--- config.mk ---
export PLATFORM = sky130hd
export DESIGN_NAME = sequential_multiplier
export DESIGN_NICKNAME = d
export VERILOG_FILES = /design/src/rtl/mult_pkg.sv /design/src/rtl/shift_add_datapath.sv /design/src/rtl/sequential_multiplier.sv
export SDC_FILE = /design/constraint.sdc
export NUM_CORES = 1
export LEC_CHECK = 0
export BUFFER_PORTS_ARGS = -buffer_cell sky130_fd_sc_hd__buf_2
export CAP_MARGIN = 10
export CORE_AREA = 4 4 89 58
export CTS_CLUSTER_DIAMETER = 30
export DETAILED_ROUTE_END_ITERATION = 16
export DIE_AREA = 0 0 93 62
export PLACE_DENSITY = 0.8
export SLEW_MARGIN = 20
export SYNTH_ARGS = -nofsm -noshare
export SYNTH_HDL_FRONTEND = slang
export SYNTH_HIERARCHICAL = 1
export SYNTH_SLANG_ARGS = --single-unit
--- constraint.sdc ---
create_clock -name clk -period 2.15 [get_ports clk]
set_clock_uncertainty 0.05 [all_clocks]
set_input_delay 0.3225 -clock clk [delete_from_list [all_inputs] [get_ports clk]]
set_output_delay 0.3225 -clock clk [all_outputs]
set_load 0.02 [all_outputs]
--- src/rtl/mult_pkg.sv ---
// Shared state encoding and helpers for the iterative multiply/divide controllers.
package mult_pkg;

  localparam int STATE_W = 2;

  typedef enum logic [STATE_W-1:0] {
    IDLE = 2'd0,
    CALC = 2'd1,
    DONE = 2'd2
  } state_t;

  // Bits needed to hold the value n-1 (used with n = WIDTH+1 for the iteration counter).
  function automatic int clog2(input int n);
    int r;
    r = 0;
    for (int i = 0; i < 32; i++) begin
      if ((1 << r) < n) r = r + 1;
    end
    return r;
  endfunction

endpackage

--- src/rtl/shift_add_datapath.sv ---
// Shift-and-add datapath: one adder, one right shift of the {acc_hi, mplier} pair per step.
module shift_add_datapath #(
  parameter int WIDTH = 8
) (
  input  logic               clk,
  input  logic               reset,
  input  logic               load,
  input  logic               step,
  input  logic [WIDTH-1:0]   load_a,
  input  logic [WIDTH-1:0]   load_b,
  output logic [2*WIDTH-1:0] result
);

  logic [WIDTH-1:0] mcand;
  logic [WIDTH-1:0] acc_hi;
  logic [WIDTH-1:0] mplier;
  logic [WIDTH:0]   sum;

  // Carry is kept so it can shift into the accumulator MSB.
  assign sum    = {1'b0, acc_hi} + (mplier[0] ? {1'b0, mcand} : '0);
  assign result = {acc_hi, mplier};

  always_ff @(posedge clk or negedge reset) begin
    if (!reset) begin
      mcand  <= '0;
      acc_hi <= '0;
      mplier <= '0;
    end else if (load) begin
      mcand  <= load_a;
      mplier <= load_b;
      acc_hi <= '0;
    end else if (step) begin
      acc_hi <= sum[WIDTH:1];
      mplier <= {sum[0], mplier[WIDTH-1:1]};
    end
  end

endmodule

--- src/rtl/sequential_multiplier.sv ---
// Iterative unsigned WIDTH x WIDTH multiplier with start/done handshake.
// Optional zero-operand shortcut: define SEQ_MULT_ZERO_SKIP_EN.
module sequential_multiplier
  import mult_pkg::*;
#(
  parameter int WIDTH = 8
) (
  input  logic               clk,
  input  logic               reset,
  input  logic               start,
  input  logic [WIDTH-1:0]   multiplicand,
  input  logic [WIDTH-1:0]   multiplier,
  output logic [2*WIDTH-1:0] product,
  output logic               done,
  output logic               busy,
  output logic [STATE_W-1:0] state_dbg
);

  // Handshake: start is sampled only in IDLE; the accepting edge captures the operands.
  // done is a one-cycle pulse with product valid in that cycle; product holds until the next done.
  localparam int CW = clog2(WIDTH + 1);

  state_t             state;
  logic [CW-1:0]      count;
  logic               load;
  logic               step;
  logic               zero_op;
  logic [WIDTH-1:0]   load_b;
  logic [2*WIDTH-1:0] dp_result;

`ifdef SEQ_MULT_ZERO_SKIP_EN
  // Loading a zero multiplier makes the datapath result 0 without iterating.
  assign zero_op = (multiplicand == '0) || (multiplier == '0);
  assign load_b  = zero_op ? '0 : multiplier;
`else
  assign zero_op = 1'b0;
  assign load_b  = multiplier;
`endif

  assign load      = (state == IDLE) && start;
  assign step      = (state == CALC);
  assign state_dbg = state;

  shift_add_datapath #(.WIDTH(WIDTH)) u_datapath (
    .clk    (clk),
    .reset  (reset),
    .load   (load),
    .step   (step),
    .load_a (multiplicand),
    .load_b (load_b),
    .result (dp_result)
  );

  always_ff @(posedge clk or negedge reset) begin
    if (!reset) begin
      state   <= IDLE;
      count   <= '0;
      product <= '0;
      done    <= 1'b0;
      busy    <= 1'b0;
    end else begin
      case (state)
        IDLE: begin
          done <= 1'b0;
          if (start) begin
            busy  <= 1'b1;
            count <= '0;
            state <= zero_op ? DONE : CALC;
          end
        end
        CALC: begin
          done  <= 1'b0;
          count <= count + 1'b1;
          if (count == CW'(WIDTH - 1)) state <= DONE;
        end
        DONE: begin
          product <= dp_result;
          done    <= 1'b1;
          busy    <= 1'b0;
          state   <= IDLE;
        end
        default: begin
          done  <= 1'b0;
          busy  <= 1'b0;
          state <= IDLE;
        end
      endcase
    end
  end

endmodule

==> results of run 1 <==
==> cell type report <==
type | instances | area share (%)
tap | 63 | 2.886
inverter | 4 | 0.5497
sequential | 48 | 43.98
clock inverter | 2 | 1.283
timing repair buffer | 43 | 8.337
multi-input combinational | 138 | 40.31
clock buffer | 6 | 2.657
==> state kept, by name, summed over array words and instances (netlist names) <==
signal             count
u_datapath/mcand       8
done                   1
product               16
u_datapath/mplier      8
state_dbg              2
busy                   1
u_datapath/acc_hi      8
count                  4
==> synth_stat cells, drive strengths merged <==
| cell type | instances | area share (%) |
|---|---|---|
| a211oi | 5 | 1.8 |
| o31ai | 2 | 0.85 |
| o21bai | 2 | 0.64 |
| nand2 | 19 | 3.0 |
| fa | 1 | 0.85 |
| a21boi | 1 | 0.32 |
| mux2i | 9 | 3.8 |
| or3 | 1 | 0.26 |
| a21o | 2 | 0.64 |
| nor2b | 1 | 0.26 |
| mux2 | 25 | 13 |
| xnor2 | 3 | 1.1 |
| dfrtp | 48 | 51 |
| inv | 4 | 0.64 |
| nand3 | 3 | 0.85 |
| nor3b | 2 | 0.64 |
| a31oi | 1 | 0.53 |
| ha | 9 | 4.8 |
| nor2 | 6 | 1.1 |
| buf | 5 | 2.0 |
| xor2 | 1 | 0.37 |
| o21ai | 19 | 4.0 |
| and2 | 8 | 2.1 |
| nor3 | 3 | 0.64 |
| o2111ai | 1 | 0.37 |
| clkbuf | 2 | 0.32 |
| o21a | 1 | 0.37 |
| a21oi | 7 | 1.6 |
| nand2b | 5 | 1.3 |
| o41ai | 1 | 0.69 |
==> metal layers <==
metal  routed length, µm  share of wire (%)  track usage, %
met5                   0                  0               0
met4                  72                1.6           6.889
met3                 298                6.4           5.415
met2                1931                 42           26.71
met1                2323                 50           23.12
==> cells in the final DEF, fill, tap and decap left out, types with 2 or more instances in the layout <==
cell type,count
sky130_fd_sc_hd__a211oi_1,4
sky130_fd_sc_hd__a21o_1,2
sky130_fd_sc_hd__a21oi_1,6
sky130_fd_sc_hd__and2_1,8
sky130_fd_sc_hd__buf_2,38
sky130_fd_sc_hd__buf_4,5
sky130_fd_sc_hd__clkbuf_8,5
sky130_fd_sc_hd__dfrtp_1,48
sky130_fd_sc_hd__ha_1,9
sky130_fd_sc_hd__inv_1,4
sky130_fd_sc_hd__mux2_1,9
sky130_fd_sc_hd__mux2_2,7
sky130_fd_sc_hd__mux2_4,9
sky130_fd_sc_hd__mux2i_1,9
sky130_fd_sc_hd__nand2_1,19
sky130_fd_sc_hd__nand2b_1,5
sky130_fd_sc_hd__nand3_1,2
sky130_fd_sc_hd__nor2_1,5
sky130_fd_sc_hd__nor3_1,3
sky130_fd_sc_hd__o21ai_0,4
sky130_fd_sc_hd__o21ai_1,15
sky130_fd_sc_hd__o21bai_1,2
sky130_fd_sc_hd__xnor2_1,3
==> power by group <==
group | leakage, nW | switching, mW | internal, mW | total [mW]
Combinational | 0.672 | 1.10 | 0.929 | 2.03
Clock | 0.0552 | 0.298 | 0.345 | 0.643
Sequential | 0.584 | 0.311 | 1.33 | 1.65
Total | 1.31 | 1.71 | 2.61 | 4.32
==> worst max-delay path, delay by kind of cell (launching register included) <==
kind	cells	cell delay (ns)
DFF	1	0.48
AOI/OAI and AO/OA	3	0.51
adders and majority gates	2	0.65
and+or+nand+nor	2	0.28
==> per-stage QoR <==
stage | hold WS (ns) | power [mW] | cells | worst slack, ns | area, µm²
global placement | 0.4020 | 3.598 | 296 | 0.1958 | 2624
floorplan | -0.02309 | 3.108 | 197 | 0.2883 | 2364
CTS | 0.06543 | 4.334 | 304 | 0.09559 | 2731
detailed placement | 0.4000 | 3.683 | 296 | 0.1196 | 2624
global route | 0.1044 | 4.610 | 304 | 0.01115 | 2731
finish | 0.04829 | 4.316 | 304 | 0.09157 | 2731
==> kinds of logic after synthesis <==
group | after synthesis | share of synthesized area, %
AO/OA/AOI/OAI | 42 | 11.86
XOR/XNOR | 4 | 1.483
adder cells (fa/ha/maj) | 10 | 5.612
buffers and inverters | 11 | 2.911
flip-flops | 48 | 50.82
multiplexers | 34 | 17.15
AND/OR/NAND/NOR | 48 | 10.16
==> path summary, 6_finish.rpt <==
kind / startpoint / end / slack (ns) / depth (start not counted)
worst max register to register: u_datapath/mplier[0]$_DFFE_PN0P_ / u_datapath/acc_hi[5]$_DFFE_PN0P_ / 0.09 / 7
max in group asynchronous: reset / product[9]$_DFFE_PN0P_ / 1.60 / 2
worst min register to register: u_datapath/mcand[3]$_DFFE_PN0P_ / u_datapath/mcand[3]$_DFFE_PN0P_ / 0.44 / 1
worst min-delay path: reset / busy$_DFFE_PN0P_ / 0.05 / 2
worst max-delay path: u_datapath/mplier[0]$_DFFE_PN0P_ / u_datapath/acc_hi[5]$_DFFE_PN0P_ / 0.09 / 7
min in group clk: multiplicand[4] / u_datapath/mcand[4]$_DFFE_PN0P_ / 0.17 / 2
==> summary by stage, run 1 <==
Global route
Global routing used 17.24% of the available tracks. The first global-routing pass estimated 7445 µm of wire. The number of antenna violations at the first check in global routing is 0. The via count of the first global-routing pass is 1572. The total global routing overflow is 0. The maximum number of pins on one net before global-route repair is 49.

Yosys
Synthesis handed over a netlist of 197 instances. The yosys synthesis warning count is 6. The netlist area before placement is 0.002364 mm². The average cell area after synthesis is 12.00 µm².

Synthesis produced a netlist with a net count of 226. The number of different library cells in the post-synthesis netlist is 40. The count of state elements after synthesis is 48. Summing the sequential cell areas from Yosys gives 50.82% of the chip area.

Clock network
The clock sink total is 48. The buffers inserted during post-CTS setup optimization is 0. Clock tree synthesis selected as its root buffer the cell sky130_fd_sc_hd__clkbuf_8. The later pin in the worst-skew pair is clocked with a latency of 0.31 ns.

The longest clock path from root to sink contains 2 buffers. The clock-pin transition on the worst setup and hold timing paths is 0.09 ns. The hold buffer count at cts is 0. The number of gates given a new drive strength after cts is 0. TritonCTS built the clock tree. The number of buffers added by the clock tree synthesis step is 5. The H-tree generated during clock tree synthesis spans 2 levels.

Route
The number of DRC markers after the initial detailed-route iteration is 98. Using the TritonRoute via totals, the vias-per-cell ratio works out to 5.368. The number of search-and-repair iterations in the first detailed-routing pass is 4. The total vias in the final route is 1632. After detailed routing, the number of remaining DRC violations is 0.

After detailed routing, the average wire length per cell comes to 15.22 µm. The aggregate routed wire length is 4626 µm. The remaining number of nets flagged by the antenna check after routing is 0.

Final layout
The repair_antennas step left the layout with diodes totalling 0. In the final layout, the share of cells above drive strength 1 is 31.54%. In the final layout, the multi-input gates occupy 0.001101 mm². Once layout is complete, the utilization of the core stands at 62.44%. The relative area change from synthesis to final layout is 15.56%. The number of nets in the layout is 269. In the final layout, flip-flops and latches occupy 0.001201 mm². The number of filler instances in the final layout is 387.

STA
The worst path in the final design needs a cycle of 2.058 ns, including I/O delays and setup. Setup violations remaining at the end of the flow were counted as 0. Dividing the final minimum period by the clock period gives 95.74%. In the final timing run, aggregate negative setup slack is 0 ns. The final-report max-slew violation count came to 0. For the pin with the worst max-slew slack, the measured transition is 0.5922 ns.

The fmax is 485.8 MHz. Setup repair after global routing left no endpoint under its margin. Headroom to the max-slew limit came out at 60.52%.

The number of hold violations in the final report is 0.

Setup path
The element type at the critical path end is a flip-flop. The class of the most critical setup path is reg -> reg. Along the worst path, the maximum fanout reaches 10. The delay of the slowest critical-path stage is 0.48 ns. The nature of the critical path startpoint is a flip-flop. Walking the worst path, the cells encountered are and2_1 > ha_1 > fa_1 > nand3_2 > a31oi_2 > o21a_2 > o31ai_2.

The cell type of the slowest stage on the worst timing path is sky130_fd_sc_hd__dfrtp_1. For the worst setup path, the data required time is 2.33 ns. The arrival time reported for the critical path endpoint is 2.23 ns.

Floorplan
The number of ports placed on the die boundary is 39. The initial utilization of the core area, before any placement, comes to 54.03%. The number of cell rows is 19. The floorplan step defined a die boundary enclosing 0.005766 mm².

In this run the horizontal extent of the chip is 93 µm. Measured along the y axis, the die boundary spans 62 µm. The total area inside the core boundary comes to 0.004374 mm².

Power
The power density over the cells is 1580 mW/mm². The worst-case IR drop observed on VDD is 0.8366 mV. The leakage dissipation is 1.311 nW.

Placement
The number of buffers inserted by port buffering is 38. The wire-length estimate of the detail-placed layout is 3332 µm. The final weighted congestion in routability-driven placement is 0.8956.

Outcome
The flow ran to the end, and the final reports show no timing, DRC or antenna violations.

Min path
The path class of the lowest-slack min-delay path is in -> async.

Run
The reported max-cap violation count is 0.
No activity file was read; power rests on OpenSTA's default activity.
==> run 2: changes to the inputs <==
--- a/config.mk
+++ b/config.mk
@@ -5,13 +5,14 @@
 export SDC_FILE = /design/constraint.sdc
 export NUM_CORES = 1
 export LEC_CHECK = 0
+export ABC_AREA = 1
 export BUFFER_PORTS_ARGS = -buffer_cell sky130_fd_sc_hd__buf_2
 export CAP_MARGIN = 10
-export CORE_AREA = 4 4 89 58
+export CORE_AREA = 4 4 90 58
 export CTS_CLUSTER_DIAMETER = 30
 export DETAILED_ROUTE_END_ITERATION = 16
-export DIE_AREA = 0 0 93 62
-export PLACE_DENSITY = 0.8
+export DIE_AREA = 0 0 94 62
+export PLACE_DENSITY = 0.78
 export SLEW_MARGIN = 20
 export SYNTH_ARGS = -nofsm -noshare
 export SYNTH_HDL_FRONTEND = slang
==> run 2 against run 1 <==
Global-route usage increased by 1.8 points. Cell count grew 27%. Synthesized area is 1.3% lower. Maximum frequency grew 4.9%. Synthesized cell count up 43%. Utilization down 2.0 points. Total power decreased by 25%. Critical path depth is 5 higher. Combinational power decreased by 37%. Sequential power shrank 13%.
==> summary by stage, run 2 <==
Min path
The path class of the lowest-slack min-delay path is in -> reg. Along the worst hold path, the cell count comes to 3.

Setup path
In this run the worst path has a maximum fanout of 10. The origin of the critical flop-to-flop path is u_datapath/mplier[0]$_DFFE_PN0P_. The class of the most critical setup path is reg -> reg. The worst setup path is captured at a flip-flop. The worst setup path is launched from a flip-flop.

The endpoint required time on the critical path is 2.29 ns. In this run the critical register-to-register path is captured at u_datapath/acc_hi[7]$_DFFE_PN0P_. For the worst flop-to-flop path, the logic depth is 12. Data on the critical path arrives at its endpoint at 2.11 ns. The slack of the worst reg-to-reg path is 0.19 ns. In this run the worst setup path terminates at u_datapath/acc_hi[7]$_DFFE_PN0P_. In this run the worst setup path begins at u_datapath/mplier[0]$_DFFE_PN0P_.

Route
Wires add up to 4800 µm. The total vias in the final route is 1881. The number of DRC violations after detailed routing is 0. The count of nets left with antenna violations once routing finished came out at 0.

The number of vias per cell after detailed routing is 4.873. The number of search-and-repair iterations in the first detailed-routing pass is 4. The number of DRC markers after the initial detailed-route iteration is 120. The average wire length per cell after detail routing is 12.44 µm.

Yosys
Yosys attributes the largest share of cell area to sky130_fd_sc_hd__dfrtp_1, sky130_fd_sc_hd__nand2_1, sky130_fd_sc_hd__ha_1. The count of state elements after synthesis is 48. The fraction of registers with async set or reset after synthesis is 100.0%. The most common cell in the synthesized netlist is sky130_fd_sc_hd__nand2_1.

The cell taking the most area after synthesis is sky130_fd_sc_hd__dfrtp_1. The part of the Yosys area used for sequential elements is 51.50%. The netlist uses 31 different library cells.

The most used flip-flop cell after synthesis is sky130_fd_sc_hd__dfrtp_1. The synthesized design contains 0 enable-type register cells. The average instance in the mapped netlist occupies 8.300 µm². The netlist area before placement is 0.002332 mm².

Counting every instance in the synthesized netlist gives 281. In this run the biggest area consumer among cell types represents 51.50% of the synthesized area. The Yosys step of the flow raised 6 warnings.

Counting every net in the synthesized netlist gives 310. After synthesis, the most frequently instantiated cells are sky130_fd_sc_hd__nand2_1, sky130_fd_sc_hd__dfrtp_1, sky130_fd_sc_hd__inv_1, sky130_fd_sc_hd__nand3_1, sky130_fd_sc_hd__ha_1.

Final layout
The library cells used most frequently in the layout, excluding fill and tap cells, are sky130_fd_sc_hd__nand2_1, sky130_fd_sc_hd__dfrtp_1, sky130_fd_sc_hd__buf_2. The number of filler instances in the final layout is 405. The count of inserted antenna diode cells is 0. The register with the most flip-flops in the layout has 16 of them. Registers take 0.001201 mm². Cells with a size suffix above 1 make up 18.27% of the layout. The number of nets in the layout is 352. Summing all multi-input logic gate instances after layout gives 958.4 µm².

product holds more flip-flops than any other register. Leaving out fill and tap cells, the most frequent cell in the layout is sky130_fd_sc_hd__nand2_1. Compared with the post-synthesis result, the final layout area differs by 14.59%.

Floorplan
The core region is 0.004422 mm². The overall die height is 62 µm. The number of cell rows is 19. The effective utilization at floorplan is 52.74%.

The number of ports placed on the die boundary is 39. The die covers 0.005828 mm². The die is 94 µm wide.

STA
The final-report max-slew violation count was 0. At the pin with the least slew margin, the transition time is 0.4903 ns. The number of hold violations in the final report was 0. After layout, the minimum clock period comes to 1.963 ns. The share of the clock period used by the worst path after layout is 91.31%. Setup repair after global routing left no endpoint under its margin.

The fmax is 509.4 MHz. The final setup violation count is 0. The setup total negative slack is 0 ns. The headroom to the max-slew limit is 67.28%.

Global route
The total global routing track utilization is 19.09%. The layer with the highest usage is met1. The number of antenna violations at the first check in global routing is 0.

The first global-routing pass estimated 8438 µm of wire. The global-route met1 utilization is 28.47%. The fraction of met3 tracks used by global routing is 4.934%. The via count of the first global-routing pass came to 1778. The total global routing overflow is 0. The maximum number of pins on one net before global-route repair is 49. The met2 global-route usage is 27.65%.

Power
The worst ir drop on vdd is 0.5958 mV. The leakage dissipation is 1.588 nW. Overall power consumption after layout is estimated at 3.227 mW.

For this design the ratio of total power to cell area is 1207 mW/mm².

Clock network
The clock root buffer is sky130_fd_sc_hd__clkbuf_8. The number of setup buffers added after CTS is 0. In this run the deepest clock path goes through 2 buffers.

Clock-pin slew was measured on the worst setup and hold paths at 0.08 ns. TritonCTS built the clock tree. After clock tree synthesis, the flow added hold-fix buffers numbering 1. After clock tree synthesis, the repair step resized 0 gates. In this run, CTS created clock tree buffers numbering 5. The clock tree synthesis step divided the H-tree into 2 levels. For the worst-skew pair, the clock arrives at the later sink with an insertion delay of 0.30 ns. For this design, the sink count on the clock tree is 48.

Placement
The number of buffers inserted by port buffering is 38. The final weighted congestion in routability-driven placement is 0.9317. The HPWL after detailed placement is 3587 µm.

Run
Across the run, the number of max-cap violations was 0.

Outcome
The flow ran to the end, and the final reports show no timing, DRC or antenna violations.
run 2: cells by family (layout without fill, tap and decap cells):
group                      Yosys count  after routing  synth area share [%]
and+or+nand+nor                    164            164                 28.86
DFF                                 48             48                 51.50
buffers and inverters               38             80                 7.403
AOI/OAI and AO/OA                   20             20                 6.170
adders and majority gates           10             10                 5.687
xor gates and xnor gates             1              1                0.3756
run 2: layout make-up:
type	instances	area share, %
inverters	32	4.682
repair buffers	41	8.521
clock inverters	2	0.4682
clock buffers	5	2.575
flip-flops and latches	48	44.94
multi-input cells	195	35.86
well taps	63	2.949
run 2: report_power, final:
| group | leakage (nW) | internal (mW) | switching [mW] |
|---|---|---|---|
| logic | 0.922 | 0.470 | 0.810 |
| clock network | 0.0400 | 0.220 | 0.282 |
| registers | 0.627 | 1.21 | 0.237 |
| total | 1.59 | 1.90 | 1.33 |
run 2: worst min-delay path by stage:
stage / start / to / slack [ns]
global route: multiplicand[6] / u_datapath/mcand[6]$_DFFE_PN0P_ / 0.16
finish: multiplicand[4] / u_datapath/mcand[4]$_DFFE_PN0P_ / 0.17
global placement: reset / done$_DFF_PN0_ / 0.28
floorplan: reset / busy$_DFFE_PN0P_ / -0.02
detailed placement: reset / product[7]$_DFFE_PN0P_ / 0.27
CTS: multiplicand[4] / u_datapath/mcand[4]$_DFFE_PN0P_ / 0.16
run 2: stage by stage:
step	worst slack, ns	std cells	utilization [%]	cell area (µm²)	hold slack (ns)
2_1_floorplan	0.2966	281	-	2332	-0.02309
3_3_place_gp	0.3130	378	58.38	2581	0.2757
3_5_place_dp	0.2159	378	58.38	2581	0.2740
4_1_cts	0.2077	386	60.44	2673	0.1642
5_1_grt	0.02846	386	60.44	2673	0.1638
6_report	0.1868	386	60.44	2673	0.1730
run 2: critical path, cell delays in order (launching register included):
cell	delay, ns
sky130_fd_sc_hd__dfrtp_1	0.48
sky130_fd_sc_hd__nand2_1	0.10
sky130_fd_sc_hd__inv_1	0.04
sky130_fd_sc_hd__ha_1	0.20
sky130_fd_sc_hd__fa_1	0.40
sky130_fd_sc_hd__nand2_1	0.11
sky130_fd_sc_hd__nand2_1	0.10
sky130_fd_sc_hd__nand3_1	0.10
sky130_fd_sc_hd__nand2_1	0.07
sky130_fd_sc_hd__nand2_1	0.07
sky130_fd_sc_hd__nand2_1	0.04
sky130_fd_sc_hd__nand2_1	0.05
sky130_fd_sc_hd__nand2_1	0.04
run 2: metal layers:
metal / share of wire [%] / wire length [µm] / vias up
li1: - / - / 958
met1: 51 / 2444 / 844
met2: 40 / 1897 / 75
met3: 8.8 / 421 / 4
met4: 0.75 / 36 / 0
met5: 0 / 0 / -
==> run 3: changes to the inputs <==
--- a/config.mk
+++ b/config.mk
@@ -12,6 +12,7 @@
 export CTS_CLUSTER_DIAMETER = 30
 export DETAILED_ROUTE_END_ITERATION = 16
 export DIE_AREA = 0 0 94 62
+export MAX_ROUTING_LAYER = met4
 export PLACE_DENSITY = 0.78
 export SLEW_MARGIN = 20
 export SYNTH_ARGS = -nofsm -noshare
==> run 3 against run 2 <==
Largest power group unchanged. Worst hold slack is essentially flat. Design area is the same. Setup slack lost 0.0063 ns. First-iteration DRC count grew 12%. Sequential cell count is the same. Largest cell class unchanged. Critical endpoint unchanged. Combinational power is essentially flat.
==> summary by stage, run 3 (synthesis gave the netlist of run 2 again) <==
Min path
The min-delay analysis places its worst path in the category in -> reg. Counting instances, the worst hold path has a depth of 3.

Outcome
The run finished with clean final reports.

STA
Setup repair after global routing left no endpoint under its margin. The final setup violation count is 0. The final-report max-slew violation count came to 0. Based on the critical path, the design can be clocked at up to 507.7 MHz. The post-route minimum period is 1.969 ns. The number of hold violations in the final report is 0. At the pin with the least slew margin, the transition time is 0.5249 ns. For the final routed database, the setup TNS stands at 0 ns. The share of the clock period used by the worst path after layout is 91.60%. The headroom to the max-slew limit is 64.97%.

Route
The total vias in the final route is 1885. The pre-antenna-repair detailed-routing pass consisted of 5 iterations. The detailed-routing wirelength on met1 is 2495 µm. The number of DRC markers after the initial detailed-route iteration is 134.

Routed signal wires occupy layers up through met4. The number of DRC violations after detailed routing is 0. The met3 wire length is 342 µm.

In the routed layout, each cell is associated on average with a via count of 4.883. Once detail routing completed, the nets flagged for antenna violations numbered 0. The routed design uses 1942 µm of met2 wire.

For this block, the routed nets add up to 4815 µm of wire. The average wire length per cell after detail routing is 12.47 µm.

Setup path
The most frequent cell on the critical path is sky130_fd_sc_hd__nand2_1. The number of gates on the worst path with buffers counted is 12. The family with the most delay on the worst path is simple AND/OR/NAND/NOR gates. The class of the most critical setup path is reg -> reg. The critical path goes through nand2_1 > inv_1 > ha_1 > fa_1 > nand2_1 > nand2_1 > nand3_1 > nand2_1 > nand2_1 > nand2_1 > nand2_1 > nand2_1. Of all nets on the critical path, the largest fanout is 10.

The delay of the slowest critical-path stage is 0.48 ns. The cell type of the slowest stage on the worst timing path is sky130_fd_sc_hd__dfrtp_1. Data on the critical path is required at its endpoint by 2.30 ns. The worst setup path is captured at a flip-flop. For the worst flop-to-flop path, the logic depth is 12. Setup slack on the worst reg-to-reg path comes out at 0.18 ns. The arrival time reported for the critical path endpoint is 2.11 ns. STA classifies the critical path startpoint as a flip-flop. The number of buffers and inverters on the critical path is 1.

Final layout
The area growth from synthesis to layout is 14.59%. The filler cells instantiated in the layout total 405. The share of final-layout standard cells stronger than drive strength 1 is 18.27%. The number of nets in the layout is 352.

The largest register by flop count is product. The finished layout holds 386 standard cells, fillers aside. The count of inserted antenna diode cells is 0. Leaving out fill and tap cells, the most frequent cell in the layout is sky130_fd_sc_hd__nand2_1.

In the layout the commonest cells are sky130_fd_sc_hd__nand2_1, sky130_fd_sc_hd__dfrtp_1, sky130_fd_sc_hd__buf_2. The number of flip-flops in the largest register is 16.

Power
The power density over the cells is 1208 mW/mm². The leakage dissipation is 1.588 nW. The post-layout total power is 3.228 mW. The worst ir drop on vdd is 0.5992 mV.

Clock network
The number of H-tree branching levels is 2. The number of buffers added by the clock tree synthesis step is 5. TritonCTS built the clock tree. The insertion delay to the later sink of the worst-skew pair is 0.30 ns. The root buffer cell chosen for the clock tree is sky130_fd_sc_hd__clkbuf_8. In this run the deepest clock path goes through 2 buffers. The clock sink total is 48. Clock-pin slew was measured on the worst setup and hold paths at 0.08 ns.

Floorplan
The number of cell rows is 19. In this run the vertical extent of the chip is 62 µm. The total die area is 0.005828 mm². The number of ports placed on the die boundary is 39.

The core box area is 0.004422 mm². The width of the die is 94 µm. The effective utilization at floorplan is 52.74%.

Global route
The wire length of the first global-routing pass is 8404 µm. The via count of the first global-routing pass is 1781. The total global routing track utilization is 19.62%.

The total global routing overflow is 0. Entering global routing, the biggest net connects 49 pins. The number of antenna violations at the first check in global routing was 0.

Placement
The HPWL after detailed placement is 3587 µm. The placed cell count is 378. The number of buffers inserted by port buffering is 38.

The congestion estimate from routability-driven global placement came to 0.9483.

Run
The reported max-cap violation count is 0.
run 3: final timing paths:
check	startpoint	to
max in group asynchronous	reset	u_datapath/mcand[2]$_DFFE_PN0P_
hold reg to reg	u_datapath/mplier[6]$_DFFE_PN0P_	product[6]$_DFFE_PN0P_
hold / removal	multiplicand[4]	u_datapath/mcand[4]$_DFFE_PN0P_
setup / recovery	u_datapath/mplier[0]$_DFFE_PN0P_	u_datapath/acc_hi[7]$_DFFE_PN0P_
setup reg to reg	u_datapath/mplier[0]$_DFFE_PN0P_	u_datapath/acc_hi[7]$_DFFE_PN0P_
min in group asynchronous	reset	product[9]$_DFFE_PN0P_
run 3: timing repair:
| action | in CTS | in global routing |
|---|---|---|
| resized for setup | 0 | 0 |
| hold buffers | 1 | 0 |
| hold endpoints to repair | 48 | 0 |
| setup buffers | 0 | 0 |
run 3: worst reg2reg max path: stages, from the launching register on:
cell and delay (ns):
sky130_fd_sc_hd__dfrtp_1 0.48, sky130_fd_sc_hd__nand2_1 0.10, sky130_fd_sc_hd__inv_1 0.04, sky130_fd_sc_hd__ha_1 0.20, sky130_fd_sc_hd__fa_1 0.40, sky130_fd_sc_hd__nand2_1 0.12, sky130_fd_sc_hd__nand2_1 0.11, sky130_fd_sc_hd__nand3_1 0.10
sky130_fd_sc_hd__nand2_1 0.07, sky130_fd_sc_hd__nand2_1 0.07, sky130_fd_sc_hd__nand2_1 0.04, sky130_fd_sc_hd__nand2_1 0.05, sky130_fd_sc_hd__nand2_1 0.04
run 3: report_power, final:
part / switching, mW / leakage [nW] / internal [mW]
Combinational: 0.812 / 0.922 / 0.470
Sequential: 0.238 / 0.627 / 1.21
Clock: 0.281 / 0.0400 / 0.220
run 3: per-layer routing:
metal | vias up | GRT usage [%]
li1 | 956 | -
met1 | 854 | 28.16
met2 | 71 | 27.85
met3 | 4 | 4.693
met4 | 0 | 5.556
met5 | - | -
run 3: layout make-up:
cell class,instances,area (µm²),area share [%]
sequential,48,1201,44.94
multi-input combinational,195,958.4,35.86
timing repair buffer,41,227.7,8.521
inverter,32,125.1,4.682
tap,63,78.83,2.949
clock buffer,5,68.82,2.575
clock inverter,2,12.51,0.4682
run 3: metrics by stage:
step                      worst slack, ns  hold WS (ns)  cell area (µm²)  utilization, %
after floorplan                    0.2966      -0.02309             2332               -
after global placement             0.3130        0.2757             2581           58.38
after detailed placement           0.2159        0.2740             2581           58.38
after CTS                          0.2077        0.1642             2673           60.44
after global routing              0.02859        0.1638             2673           60.44
final                              0.1805        0.1733             2673           60.44
